--- src/rtl/pc_fetch_ctrl_pkg.sv ---
// Shared Y86-64 encodings for the fetch controller: instruction codes,
// processor status codes, fetch FSM states and the longest instruction span.
package pc_fetch_ctrl_pkg;

  typedef enum logic [3:0] {
    IHALT   = 4'h0,
    INOP    = 4'h1,
    IRRMOVQ = 4'h2,
    IIRMOVQ = 4'h3,
    IRMMOVQ = 4'h4,
    IMRMOVQ = 4'h5,
    IOPQ    = 4'h6,
    IJXX    = 4'h7,
    ICALL   = 4'h8,
    IRET    = 4'h9,
    IPUSHQ  = 4'hA,
    IPOPQ   = 4'hB
  } icode_t;

  typedef enum logic [2:0] {
    SAOK = 3'd1,
    SHLT = 3'd2,
    SADR = 3'd3,
    SINS = 3'd4
  } stat_t;

  typedef enum logic [1:0] {
    ST_IDLE  = 2'd0,
    ST_FETCH = 2'd1,
    ST_EXEC  = 2'd2,
    ST_HALT  = 2'd3
  } fetch_state_t;

  // Longest Y86-64 instruction in bytes; a fetch reads up to this many bytes.
  localparam int unsigned IFETCH_SPAN = 10;

endpackage

--- src/rtl/pc_fetch_ctrl_if.sv ---
// Request/acknowledge bus between the fetch controller and instruction memory.
interface pc_fetch_ctrl_if;

  logic        imem_req_o;
  logic [63:0] imem_addr_o;
  logic        imem_ack_i;
  logic        imem_err_i;

  modport master (
    output imem_req_o,
    output imem_addr_o,
    input  imem_ack_i,
    input  imem_err_i
  );

  modport slave (
    input  imem_req_o,
    input  imem_addr_o,
    output imem_ack_i,
    output imem_err_i
  );

endinterface

--- src/rtl/pc_fetch_ctrl_imem_wait_timer.sv ---
// Counts FETCH cycles spent waiting for an instruction-memory acknowledge and
// flags expiry in the MAX_WAIT-th waiting cycle.
module pc_fetch_ctrl_imem_wait_timer #(
  parameter int unsigned MAX_WAIT = 15
) (
  input  logic clk_i,
  input  logic rst_n_i,
  input  logic clear_i,
  input  logic enable_i,
  output logic expire_o
);

  logic [7:0] count_q;

  assign expire_o = (count_q == 8'(MAX_WAIT - 1));

  // Clear outside FETCH so every fetch starts at zero; saturate at the limit.
  always_ff @(posedge clk_i or negedge rst_n_i) begin
    if (!rst_n_i) begin
      count_q <= 8'd0;
    end else if (clear_i) begin
      count_q <= 8'd0;
    end else if (enable_i && !expire_o) begin
      count_q <= count_q + 8'd1;
    end
  end

endmodule

--- src/rtl/pc_fetch_ctrl.sv ---
// PC register and instruction-fetch sequencer for the single-issue Y86-64 core.
// Optional macro IADDR_CHECK_EN: refuse to fetch from an address whose
// instruction span would run past IMEM_BYTES, halting with ADR instead.
module pc_fetch_ctrl
  import pc_fetch_ctrl_pkg::*;
#(
  parameter logic [63:0] RESET_PC   = 64'h0,
  parameter int unsigned IMEM_BYTES = 4096,
  parameter int unsigned MAX_WAIT   = 15
) (
  input  logic            clk_i,
  input  logic            rst_n_i,
  input  logic            start_i,
  pc_fetch_ctrl_if.master imem,
  output logic            instr_valid_o,
  input  logic [3:0]      icode_i,
  input  logic            pc_next_valid_i,
  input  logic [63:0]     pc_next_i,
  output logic [63:0]     pc_o,
  output logic [2:0]      stat_o,
  output logic            busy_o
);

`ifdef IADDR_CHECK_EN
  localparam bit ADDR_CHECK = 1'b1;
`else
  localparam bit ADDR_CHECK = 1'b0;
`endif

  fetch_state_t state_q, state_d;
  stat_t        stat_q, stat_d;
  logic [63:0]  pc_q, pc_d;
  logic         instr_valid_q, instr_valid_d;
  logic         timer_expire;
  logic         retire;
  logic [63:0]  fetch_target;
  logic         fetch_target_ok;

  // The pulse cycle of EXEC never retires; the earliest retire is the cycle after.
  assign retire = (state_q == ST_EXEC) && !instr_valid_q && pc_next_valid_i;

  // Address the next FETCH would use: the retiring next PC, or the held PC from IDLE.
  assign fetch_target = (state_q == ST_EXEC) ? pc_next_i : pc_q;

  // 65-bit sum so an address near the top of the space cannot wrap past the check.
  assign fetch_target_ok = !ADDR_CHECK ||
    (({1'b0, fetch_target} + 65'(IFETCH_SPAN)) <= 65'(IMEM_BYTES));

  pc_fetch_ctrl_imem_wait_timer #(
    .MAX_WAIT (MAX_WAIT)
  ) u_imem_wait_timer (
    .clk_i    (clk_i),
    .rst_n_i  (rst_n_i),
    .clear_i  (state_q != ST_FETCH),
    .enable_i ((state_q == ST_FETCH) && !imem.imem_ack_i),
    .expire_o (timer_expire)
  );

  // State register together with the PC, status and decode-pulse registers.
  always_ff @(posedge clk_i or negedge rst_n_i) begin
    if (!rst_n_i) begin
      state_q       <= ST_IDLE;
      stat_q        <= SAOK;
      pc_q          <= RESET_PC;
      instr_valid_q <= 1'b0;
    end else begin
      state_q       <= state_d;
      stat_q        <= stat_d;
      pc_q          <= pc_d;
      instr_valid_q <= instr_valid_d;
    end
  end

  // Next-state logic: fetch handshake, timeout, retire and fault classification.
  always_comb begin
    state_d       = state_q;
    stat_d        = stat_q;
    pc_d          = pc_q;
    instr_valid_d = 1'b0;
    case (state_q)
      ST_IDLE: begin
        if (start_i) begin
          if (fetch_target_ok) begin
            state_d = ST_FETCH;
          end else begin
            state_d = ST_HALT;
            stat_d  = SADR;
          end
        end
      end
      ST_FETCH: begin
        if (imem.imem_ack_i) begin
          if (imem.imem_err_i) begin
            state_d = ST_HALT;
            stat_d  = SADR;
          end else begin
            state_d       = ST_EXEC;
            instr_valid_d = 1'b1;
          end
        end else if (timer_expire) begin
          state_d = ST_HALT;
          stat_d  = SADR;
        end
      end
      ST_EXEC: begin
        if (retire) begin
          if (icode_i == IHALT) begin
            state_d = ST_HALT;
            stat_d  = SHLT;
          end else if (icode_i > IPOPQ) begin
            state_d = ST_HALT;
            stat_d  = SINS;
          end else begin
            pc_d = pc_next_i;
            if (fetch_target_ok) begin
              state_d = ST_FETCH;
            end else begin
              state_d = ST_HALT;
              stat_d  = SADR;
            end
          end
        end
      end
      default: begin
        state_d = ST_HALT;
      end
    endcase
  end

  // Outputs decoded from the current state so an async reset drops the request at once.
  always_comb begin
    imem.imem_req_o  = (state_q == ST_FETCH);
    imem.imem_addr_o = (state_q == ST_FETCH) ? pc_q : 64'd0;
    busy_o           = (state_q == ST_FETCH) || (state_q == ST_EXEC);
    instr_valid_o    = instr_valid_q;
    pc_o             = pc_q;
    stat_o           = stat_q;
  end

endmodule

--- src/flat_wrapper.sv ---
// flat-port wrapper written by rule: the top's interface ports become plain ports
module pc_fetch_ctrl_flat import pc_fetch_ctrl_pkg::*;
#(
  parameter logic [63:0] RESET_PC   = 64'h0,
  parameter int unsigned IMEM_BYTES = 4096,
  parameter int unsigned MAX_WAIT   = 15
)
  (clk_i, rst_n_i, start_i, instr_valid_o, icode_i, pc_next_valid_i, pc_next_i, pc_o, stat_o, busy_o, imem_imem_req_o, imem_imem_addr_o, imem_imem_ack_i, imem_imem_err_i);
  pc_fetch_ctrl_if imem_i ();
  input  logic clk_i;
  input  logic rst_n_i;
  input  logic start_i;
  output logic instr_valid_o;
  input  logic [3:0] icode_i;
  input  logic pc_next_valid_i;
  input  logic [63:0] pc_next_i;
  output logic [63:0] pc_o;
  output logic [2:0] stat_o;
  output logic busy_o;
  output wire logic [$bits(imem_i.imem_req_o)-1:0] imem_imem_req_o;
  output wire logic [$bits(imem_i.imem_addr_o)-1:0] imem_imem_addr_o;
  input wire logic [$bits(imem_i.imem_ack_i)-1:0] imem_imem_ack_i;
  input wire logic [$bits(imem_i.imem_err_i)-1:0] imem_imem_err_i;
  assign imem_imem_req_o = imem_i.imem_req_o;
  assign imem_imem_addr_o = imem_i.imem_addr_o;
  assign imem_i.imem_ack_i = imem_imem_ack_i;
  assign imem_i.imem_err_i = imem_imem_err_i;
  pc_fetch_ctrl #(.RESET_PC(RESET_PC), .IMEM_BYTES(IMEM_BYTES), .MAX_WAIT(MAX_WAIT)) u_core (.clk_i(clk_i), .rst_n_i(rst_n_i), .start_i(start_i), .imem(imem_i), .instr_valid_o(instr_valid_o), .icode_i(icode_i), .pc_next_valid_i(pc_next_valid_i), .pc_next_i(pc_next_i), .pc_o(pc_o), .stat_o(stat_o), .busy_o(busy_o));
endmodule
--- config.mk ---
export PLATFORM = sky130hd
export DESIGN_NAME = pc_fetch_ctrl_flat
export DESIGN_NICKNAME = d
export VERILOG_FILES = /design/src/rtl/pc_fetch_ctrl_pkg.sv /design/src/rtl/pc_fetch_ctrl_if.sv /design/src/rtl/pc_fetch_ctrl_imem_wait_timer.sv /design/src/rtl/pc_fetch_ctrl.sv /design/src/flat_wrapper.sv
export SDC_FILE = /design/constraint.sdc
export NUM_CORES = 1
export LEC_CHECK = 0
export ABC_CLOCK_PERIOD_IN_PS = 4700
export CAP_MARGIN = 15
export CORE_MARGIN = 1
export CORE_UTILIZATION = 41
export DETAILED_ROUTE_END_ITERATION = 12
export GPL_ROUTABILITY_DRIVEN = 0
export PLACE_DENSITY = 0.88
export SLEW_MARGIN = 5
export SYNTH_ARGS = -nofsm -noshare
export SYNTH_HDL_FRONTEND = slang
export SYNTH_SLANG_ARGS = --single-unit
--- constraint.sdc ---
create_clock -name clk_i -period 4.7 [get_ports clk_i]
set_input_delay 0.94 -clock clk_i [delete_from_list [all_inputs] [get_ports clk_i]]
set_output_delay 0.94 -clock clk_i [all_outputs]
set_load 0.05 [all_outputs]
==> reports/metrics.yaml <==
grt:
  overflow: 0
  grt_pass1_vias: 2847
  globalRouteTotalUtil: 0.204
  grt_pass1_wl_um: 14000
  grt_max_degree: 79
  antenna_found_initial: 0
setup_path:
  crit_path_end_kind: "output port"
  arrival_ns: 2.77
  cpLargestDelayFamily: "buffers and inverters"
  cp-start-kind: "register"
  crit_buf_inv: 2
  worstSetupPathType: "reg2out"
  path_cells: "inv_1 > ha_2 > and2_1 > clkdlybuf4s50_1"
  crit_path_max_fanout: 70
  cpMaxStageDelayCell: "ha_2"
  required_ns: 3.76
  cpPeakStageDelay_ns: 0.82
yosys:
  muxShareOfSynthArea: 0.198
  syn_avg_cell_area_um2: 12.8
  synthDistinctLibCells: 37
  ys_seq_area_frac: 0.538
  synth_xor_area_frac: 0.0145
  yosysWarnings: 0
  synth.area.top_cells: "dfrtp_1, mux2_1, and2_1"
  synthAdderAreaFrac: 0.0207
  async_reset_ff_frac: 1.00
  synth-simple-area-share: 0.161
  synth_seq_cells: 78
  syn_nets: 364
  synth_edf_count: 0
  synthDominantCellAreaShare: 0.531
  synthCells: 284
  synth_top_family_by_area: "multiplexers"
  yosysTopAreaCell: "dfrtp_1"
  synth_flop_cell: "dfrtp_1"
  synth_compound_area_frac: 0.0331
  syn_area_um2: 3630
floorplanning:
  core_area_um2: 8380
  io_pins: 208
  dieArea_um2: 9240
  start_util: 0.433
  die_w_um: 96.1
  placementRows: 33
  fp.dieH_um: 96.1
detailed_routing:
  routed_wl_um: 9180
  ant_nets: 0
  vias: 2927
  drc: 0
  drtIter0Drc: 68
  wire_per_inst_um: 15.3
  drtPass1Iterations: 4
  via_per_inst: 4.89
run_status:
  status: "finished clean"
cts:
  cts-root-buf: "clkbuf_8"
  clk_pin_slew_ns: 0.08
  cts_resized: 0
  clock_latency_ns: 0.35
  postCtsSetupBuffers: 0
  cts_max_path_buffers: 2
  cts_tree: "built"
  postCtsHoldBufs: 0
  clock_sinks: 78
  cts_max_level: 3
  cts_buffers: 9
finish:
  syn_to_final_growth_pct: 65.5
  layout_common_cells: "clkdlybuf4s50_1, dfrtp_1, and2_1, mux2_1, clkbuf_8"
  n_antenna_cell: 0
  final_common_cell: "clkdlybuf4s50_1"
  drive_gt1_frac: 0.0567
  nets: 569
worst_hold_path:
  hold_class: "reg2reg"
sta:
  timing.fmax_ghz: 0.270
  setup-tns-final_ns: 0
  finalClockSkew_ns: 0.0172
  worstMarginPinSlew_ns: 0.960
  drv_slew: 0
  finalSetupViolations: 0
  post-route-period-util: 0.788
  holdWs_ns: 0.511
  relSlewSlack: 0.360
  grt_setup_unrepaired: "no"
  fin_crit_ns: 3.71
  final_hold_viol_count: 0
job:
  cap_viol_max_count: 0
placed_design:
  hpwl_um: 6780
  io_buffers: 207
-- worst paths after layout --
check                      cells past startpoint               from                    to  slack, ns
setup reg to reg                               6  u_core.state_q[1]      u_core.stat_o[1]       2.24
setup / recovery                               4  u_core.state_q[1]  imem_imem_addr_o[46]       0.99
hold / removal                                 1   u_core.stat_o[1]      u_core.stat_o[1]       0.51
min in group asynchronous                      1            rst_n_i       u_core.pc_o[59]       0.74
max in group asynchronous                      1            rst_n_i       u_core.pc_o[33]       3.34
hold reg to reg                                1   u_core.stat_o[1]      u_core.stat_o[1]       0.51
-- registers in the layout (all words and copies together) (netlist names) --
register / flops
u_core.pc_o: 64
u_core.u_imem_wait_timer.count_q: 8
u_core.stat_o: 3
u_core.state_q: 2
u_core.instr_valid_o: 1
-- metrics by stage --
| stage | setup slack (ns) | instance area [um2] | instances | util |
|---|---|---|---|---|
| detailed placement | 1.30 | 5740 | 583 | 0.685 |
| finish | 0.995 | 6010 | 599 | 0.717 |
| global placement | 1.46 | 5740 | 583 | 0.685 |
| global route | 0.759 | 6010 | 599 | 0.717 |
| floorplan | 1.80 | 3630 | 284 | - |
| CTS | 0.919 | 6010 | 599 | 0.717 |
-- logic make-up (layout without fill, tap and decap cells) --
logic type | after synthesis | in the layout
AOI/OAI and AO/OA | 16 | 16
xor gates and xnor gates | 6 | 6
adders and majority gates | 6 | 6
buffers and inverters | 21 | 231
DFF | 78 | 78
muxes | 64 | 64
and+or+nand+nor | 93 | 93
-- metal layers --
metal / vias to the layer above / track usage / wire, um
li1: 1378 / - / -
met1: 1394 / 0.234 / 3550
met2: 145 / 0.361 / 4670
met3: 10 / 0.0585 / 849
met4: 0 / 0.0746 / 112
met5: - / 0 / 0
-- synthesized netlist by cell type, types with 2 or more instances --
library cell / count
mux2_1: 60
nand3_1: 5
inv_1: 7
and4b_1: 2
nor3_1: 3
nand2b_1: 2
clkbuf_1: 7
and2_1: 65
xor2_1: 3
mux2_2: 4
nor2_1: 8
ha_1: 6
a21oi_1: 2
xnor2_1: 3
buf_6: 6
dfrtp_1: 77
a211oi_1: 3
a22o_1: 2
-- final cells by class --
| type | instances | area [um2] |
|---|---|---|
| clock buffer | 10 | 138 |
| timing repair buffer | 207 | 2070 |
| clock inverter | 6 | 133 |
| multi-input combinational | 185 | 1560 |
| inverter | 8 | 30.0 |
| fill | 570 | 2370 |
| sequential | 78 | 1950 |
| tap | 105 | 131 |
Power is not shown: default switching activity piles up to over one toggle a cycle in this logic, so the estimate is an artifact.
==> patch 1 (same settings) <==
Encoding of `fetch_state_t`: now one-hot (4 bits for 4 states).
--- a/src/rtl/pc_fetch_ctrl_pkg.sv
+++ b/src/rtl/pc_fetch_ctrl_pkg.sv
@@ -25,9 +25,9 @@
   } stat_t;
 
-  typedef enum logic [1:0] {
-    ST_IDLE  = 2'd0,
-    ST_FETCH = 2'd1,
-    ST_EXEC  = 2'd2,
-    ST_HALT  = 2'd3
+  typedef enum logic [3:0] {
+    ST_IDLE  = 4'b0001,
+    ST_FETCH = 4'b0010,
+    ST_EXEC  = 4'b0100,
+    ST_HALT  = 4'b1000
   } fetch_state_t;
 
Check against the original RTL: same outputs for any inputs over 4 cycles, from zero or initial values and one cycle with rst_n_i low; so few cycles prove little.
==> patch 1 against the unedited design <==
Worst setup slack lost 0.092 ns. Routed wire length rose by 0.40%. Synthesized cell count is 1.4% higher. Synthesized area is 0.62% higher. Design area grew 0.37%. Worst hold slack worse by 0.020 ns. Register-to-register slack worse by 0.19 ns. Critical endpoint is now imem_imem_addr_o[30]. Largest cell class unchanged. Via count rose by 2.3%. Sequential cell count up 2. Highest routed layer unchanged.
Power is left out: it rests on default switching activity, and per cell area and clock period it moved more than threefold.
==> patch 1: results (changes against the unedited design) <==
result of the run=complete, no violations; vias post-DR=2,994 (+2.3%); Synth Warn #=0 (unchanged); via/cell ratio=4.941 (+1.1%); Placed Instance Area=5779 sq um (+0.68%); RR Startpoint=u_core.state_q[1]; Critical Path Fanout Max=38 (-46%); vias in the first global route=2,934 (+3.1%); worst skew pair latency=0.33 ns (-0.02 ns); GR Util met1=23.45% (+0.055 points); share of cells above drive strength 1=5.020% (-0.65 points); Rel. slew slack=33.79% (-2.2 points); DR WL/cell=15.20 um (-0.76%); origin of the worst setup path=u_core.state_q[3]; clock transition at the registers of the reported paths=0.08 ns (about the same); GRT Total Usage=19.62% (-0.81 points); worst hold start=u_core.u_imem_wait_timer.count_q[7]; detailed placement HPWL=6958 um (+2.6%); syn_nets=364 (unchanged); top cells by count, synth=dfrtp_1 (78), mux2_1 (65), and2_1 (64); Worst EP arrival=2.86 ns (+0.09 ns); Setup WS pre-CTS=1.256 ns (-0.04664 ns); Cells after DPL=590 (+1.2%); CTS Buf Count=9 (unchanged); unique cell type count in the Yosys netlist=36 (-2.7%); Clock Path Buffers=2 (unchanged); initial antenna violation count=0 (unchanged); Area contributors post-synth=dfrtp_1 (53%), mux2_1 (20%), and2_1 (11%); first-pass GRT wire length=13,950 um (-0.54%); Pre-Repair DR Iteration Count=5 (+1); GR Util met2=35.22% (-0.89 points); final net count=569 (unchanged); post-synthesis area per instance=12.69 sq um (-0.78%); largest net degree at the start of global routing=81 (+2.5%); number of flip-flops in the largest register=64 (unchanged); Seq/Total Area, Yosys=54.86% (+1.1 points); met3 Use GR=5.008% (-0.84 points); Layout Skew=0.006854 ns (-0.01031 ns); initial drt markers=41 (-40%)
patch 1: cell types whose count changed after synthesis, sizes merged, moves of 3 or more:
cell	before	now
o21ai	1	5
a21oi	3	6
xor2	3	0
nor2	8	4
inv	8	5
or3	1	4
nand2	0	4
ha	6	2
or4b	0	4
patch 1: cell families (layout without fill, tap and decap cells):
logic type	Yosys count	in the layout	share of synthesized area, %
XOR/XNOR	1	1	0.2398
AND/OR/NAND/NOR	96	96	16.13
multiplexers	66	66	20.31
adder cells (fa/ha/maj)	2	2	0.6848
AO/OA/AOI/OAI	22	22	4.144
flip-flops	80	80	54.86
buffers and inverters	21	231	3.630
patch 1: final timing paths:
kind                       slack [ns]                             endpoint  cells past startpoint
setup / recovery                 0.90                 imem_imem_addr_o[30]                      5
max in group asynchronous        3.29  u_core.u_imem_wait_timer.count_q[5]                      1
min in group asynchronous        0.76                      u_core.pc_o[12]                      1
setup reg to reg                 2.05                      u_core.pc_o[19]                      5
hold reg to reg                  0.49  u_core.u_imem_wait_timer.count_q[7]                      1
hold / removal                   0.49  u_core.u_imem_wait_timer.count_q[7]                      1
patch 1: layout make-up:
| class | instances | area [sq um] |
|---|---|---|
| clock buffers | 11 | 151.4 |
| multi-input cells | 187 | 1516 |
| inverters | 5 | 18.77 |
| repair buffers | 210 | 2105 |
| well taps | 108 | 135.1 |
| fillers | 638 | 2645 |
| clock inverters | 5 | 102.6 |
| flip-flops and latches | 80 | 2004 |
patch 1: layer usage:
metal	wire, um	vias to the layer above
met5	0	-
met1	3593	1451
met2	4806	133
met4	76	0
met3	738	7
li1	-	1403
patch 1: worst max-delay path, stage by stage, from the launching register on:
cell and delay (ns):
dfrtp_1 0.40, or4b_1 0.69, inv_1 0.14, buf_4 0.28, and2_1 0.19, clkdlybuf4s50_1 0.80
==> patch 2 (same flow settings) <==
Without the edit above. Build with the macro `IADDR_CHECK_EN` defined.
--- a/src/rtl/pc_fetch_ctrl.sv
+++ b/src/rtl/pc_fetch_ctrl.sv
@@ -2,4 +2,6 @@
 // Optional macro IADDR_CHECK_EN: refuse to fetch from an address whose
 // instruction span would run past IMEM_BYTES, halting with ADR instead.
+`define IADDR_CHECK_EN
+
 module pc_fetch_ctrl
   import pc_fetch_ctrl_pkg::*;
Function: changed (Yosys sat finds a counterexample within 10 cycles, from zero or initial values and one cycle with rst_n_i low).
==> patch 2 against the unedited design <==
Synthesized area up 81%. Sequential cell count is the same. Routed wire length is 120% higher. Clock skew is 0.0078 ns lower. Maximum frequency is 12% lower. Worst setup slack lost 0.51 ns. Register-to-register slack worse by 1.8 ns. Count of clock-buffer cells in the layout stayed put. Design area is 53% higher. Global-route usage rose by 4.3 points.
==> patch 2: results (changes against the unedited design) <==
Post-CTS Setup Bufs=0 (unchanged); # fillers=1,360 (+140%); Routed WL=20,230 um (+120%); post-layout minimum cycle time=4.217 ns (+0.5115 ns); worst hold-check path type=flop to flop; NonClk Buf Share=23.73% (-11 points); clock transition at the registers of the reported paths=0.06 ns (-0.02 ns); Seq area share=21.24% (-11 points); GRT Total Usage=24.76% (+4.3 points); Area contributors post-synth=dfrtp_1 (29%), mux2_2 (14%), and2_1 (6.6%); result of the run=complete, no violations; detailed placement HPWL=15,330 um (+130%); wire length on met2=9642 um (+110%); met3 wire len=1557 um (+83%); Critical Path Fanout Max=4 (-94%); GR Util met1=31.95% (+8.6 points); largest net degree at the start of global routing=79 (unchanged); top cells by count, synth=mux2_2 (84), dfrtp_1 (77), and2_1 (69); worst slew pin tran=1.021 ns (+0.06122 ns); Seq/Total Area, Yosys=29.79% (-24 points); vias in the first global route=6,411 (+130%); share of cells above drive strength 1=13.69% (+8.0 points); Layout Skew=0.009319 ns (-0.007842 ns); Final clock-cell share=3.687% (-0.81 points); Root Driver=clkbuf_16; final net count=1,018 (+79%); comb_multi_in=615 (+230%); Seq pwr share=19.7%; syn_nets=819 (+130%); Synth Warn #=0 (unchanged); Post-synth top flop=dfrtp_1; FFs w/ async S/R, synth=100.0% (unchanged); met3 Use GR=4.906% (-0.94 points); initial antenna violation count=0 (unchanged); Clock buffer cells=10 (unchanged); unique cell type count in the Yosys netlist=68 (+84%); Clock Path Buffers=2 (unchanged); number of flip-flops in the largest register=64 (unchanged); LEAKAGE=0.003527 uW; Clk pwr share=11.2%; wl on met1=8633 um (+140%); top sig layer=met4; initial drt markers=710 (+940%); Non-clk invs=11 (+3); ANT cells=0 (unchanged); fraction of area in multi-input gates=48.03% (+22 points); Worst EP arrival=4.52 ns (+1.75 ns); Non-CTS buffers=222 (+7.2%); internal power=3384 uW; Pre-Repair DR Iteration Count=6 (+2); VDD IR max=0.0004340 V; via/cell ratio=5.765 (+18%); GR Util met2=41.56% (+5.4 points); number of sequential cells=78 (unchanged); first-pass GRT wire length=32,340 um (+130%)
==> patch 2: cell families after synthesis <==
kind of cell	after synthesis	share of synthesized area, %
muxes	127	20.99
buffers and inverters	45	3.092
and+or+nand+nor	333	28.82
xor gates and xnor gates	25	3.340
DFF	78	29.79
adders and majority gates	7	1.336
AOI/OAI and AO/OA	123	12.63
==> patch 2: metrics by stage <==
| step | std cells | util (%) | setup WS (ns) | area (sq um) |
|---|---|---|---|---|
| after global routing | 1153 | 59.61 | 0.1914 | 9196 |
| after floorplan | 738 | - | 0.004595 | 6561 |
| after CTS | 1153 | 59.61 | 0.5100 | 9196 |
| after global placement | 1137 | 57.41 | 0.2607 | 8857 |
| final | 1153 | 59.61 | 0.4830 | 9196 |
| after detailed placement | 1137 | 57.41 | 0.1349 | 8857 |
==> patch 2: critical path: stages <==
cell	delay [ns]
clkdlybuf4s50_1	0.51
mux2i_1	0.13
inv_1	0.08
ha_1	0.21
o21ai_0	0.12
o21a_1	0.21
a2111o_1	0.38
or3_1	0.41
or3_1	0.38
o31a_1	0.28
nor4_1	0.27
nand4_1	0.17
nor2_1	0.24
a31o_1	0.18
==> patch 2: worst paths after layout <==
check	cells past startpoint	to	slack, ns	startpoint
setup / recovery	14	u_core.stat_o[2]	0.48	pc_next_i[2]
hold / removal	1	u_core.u_imem_wait_timer.count_q[7]	0.52	u_core.u_imem_wait_timer.count_q[7]
setup reg to reg	14	u_core.stat_o[2]	0.49	u_core.state_q[0]
hold reg to reg	1	u_core.u_imem_wait_timer.count_q[7]	0.52	u_core.u_imem_wait_timer.count_q[7]
max in group asynchronous	1	u_core.pc_o[31]	3.28	rst_n_i
min in group asynchronous	1	u_core.u_imem_wait_timer.count_q[7]	0.75	rst_n_i
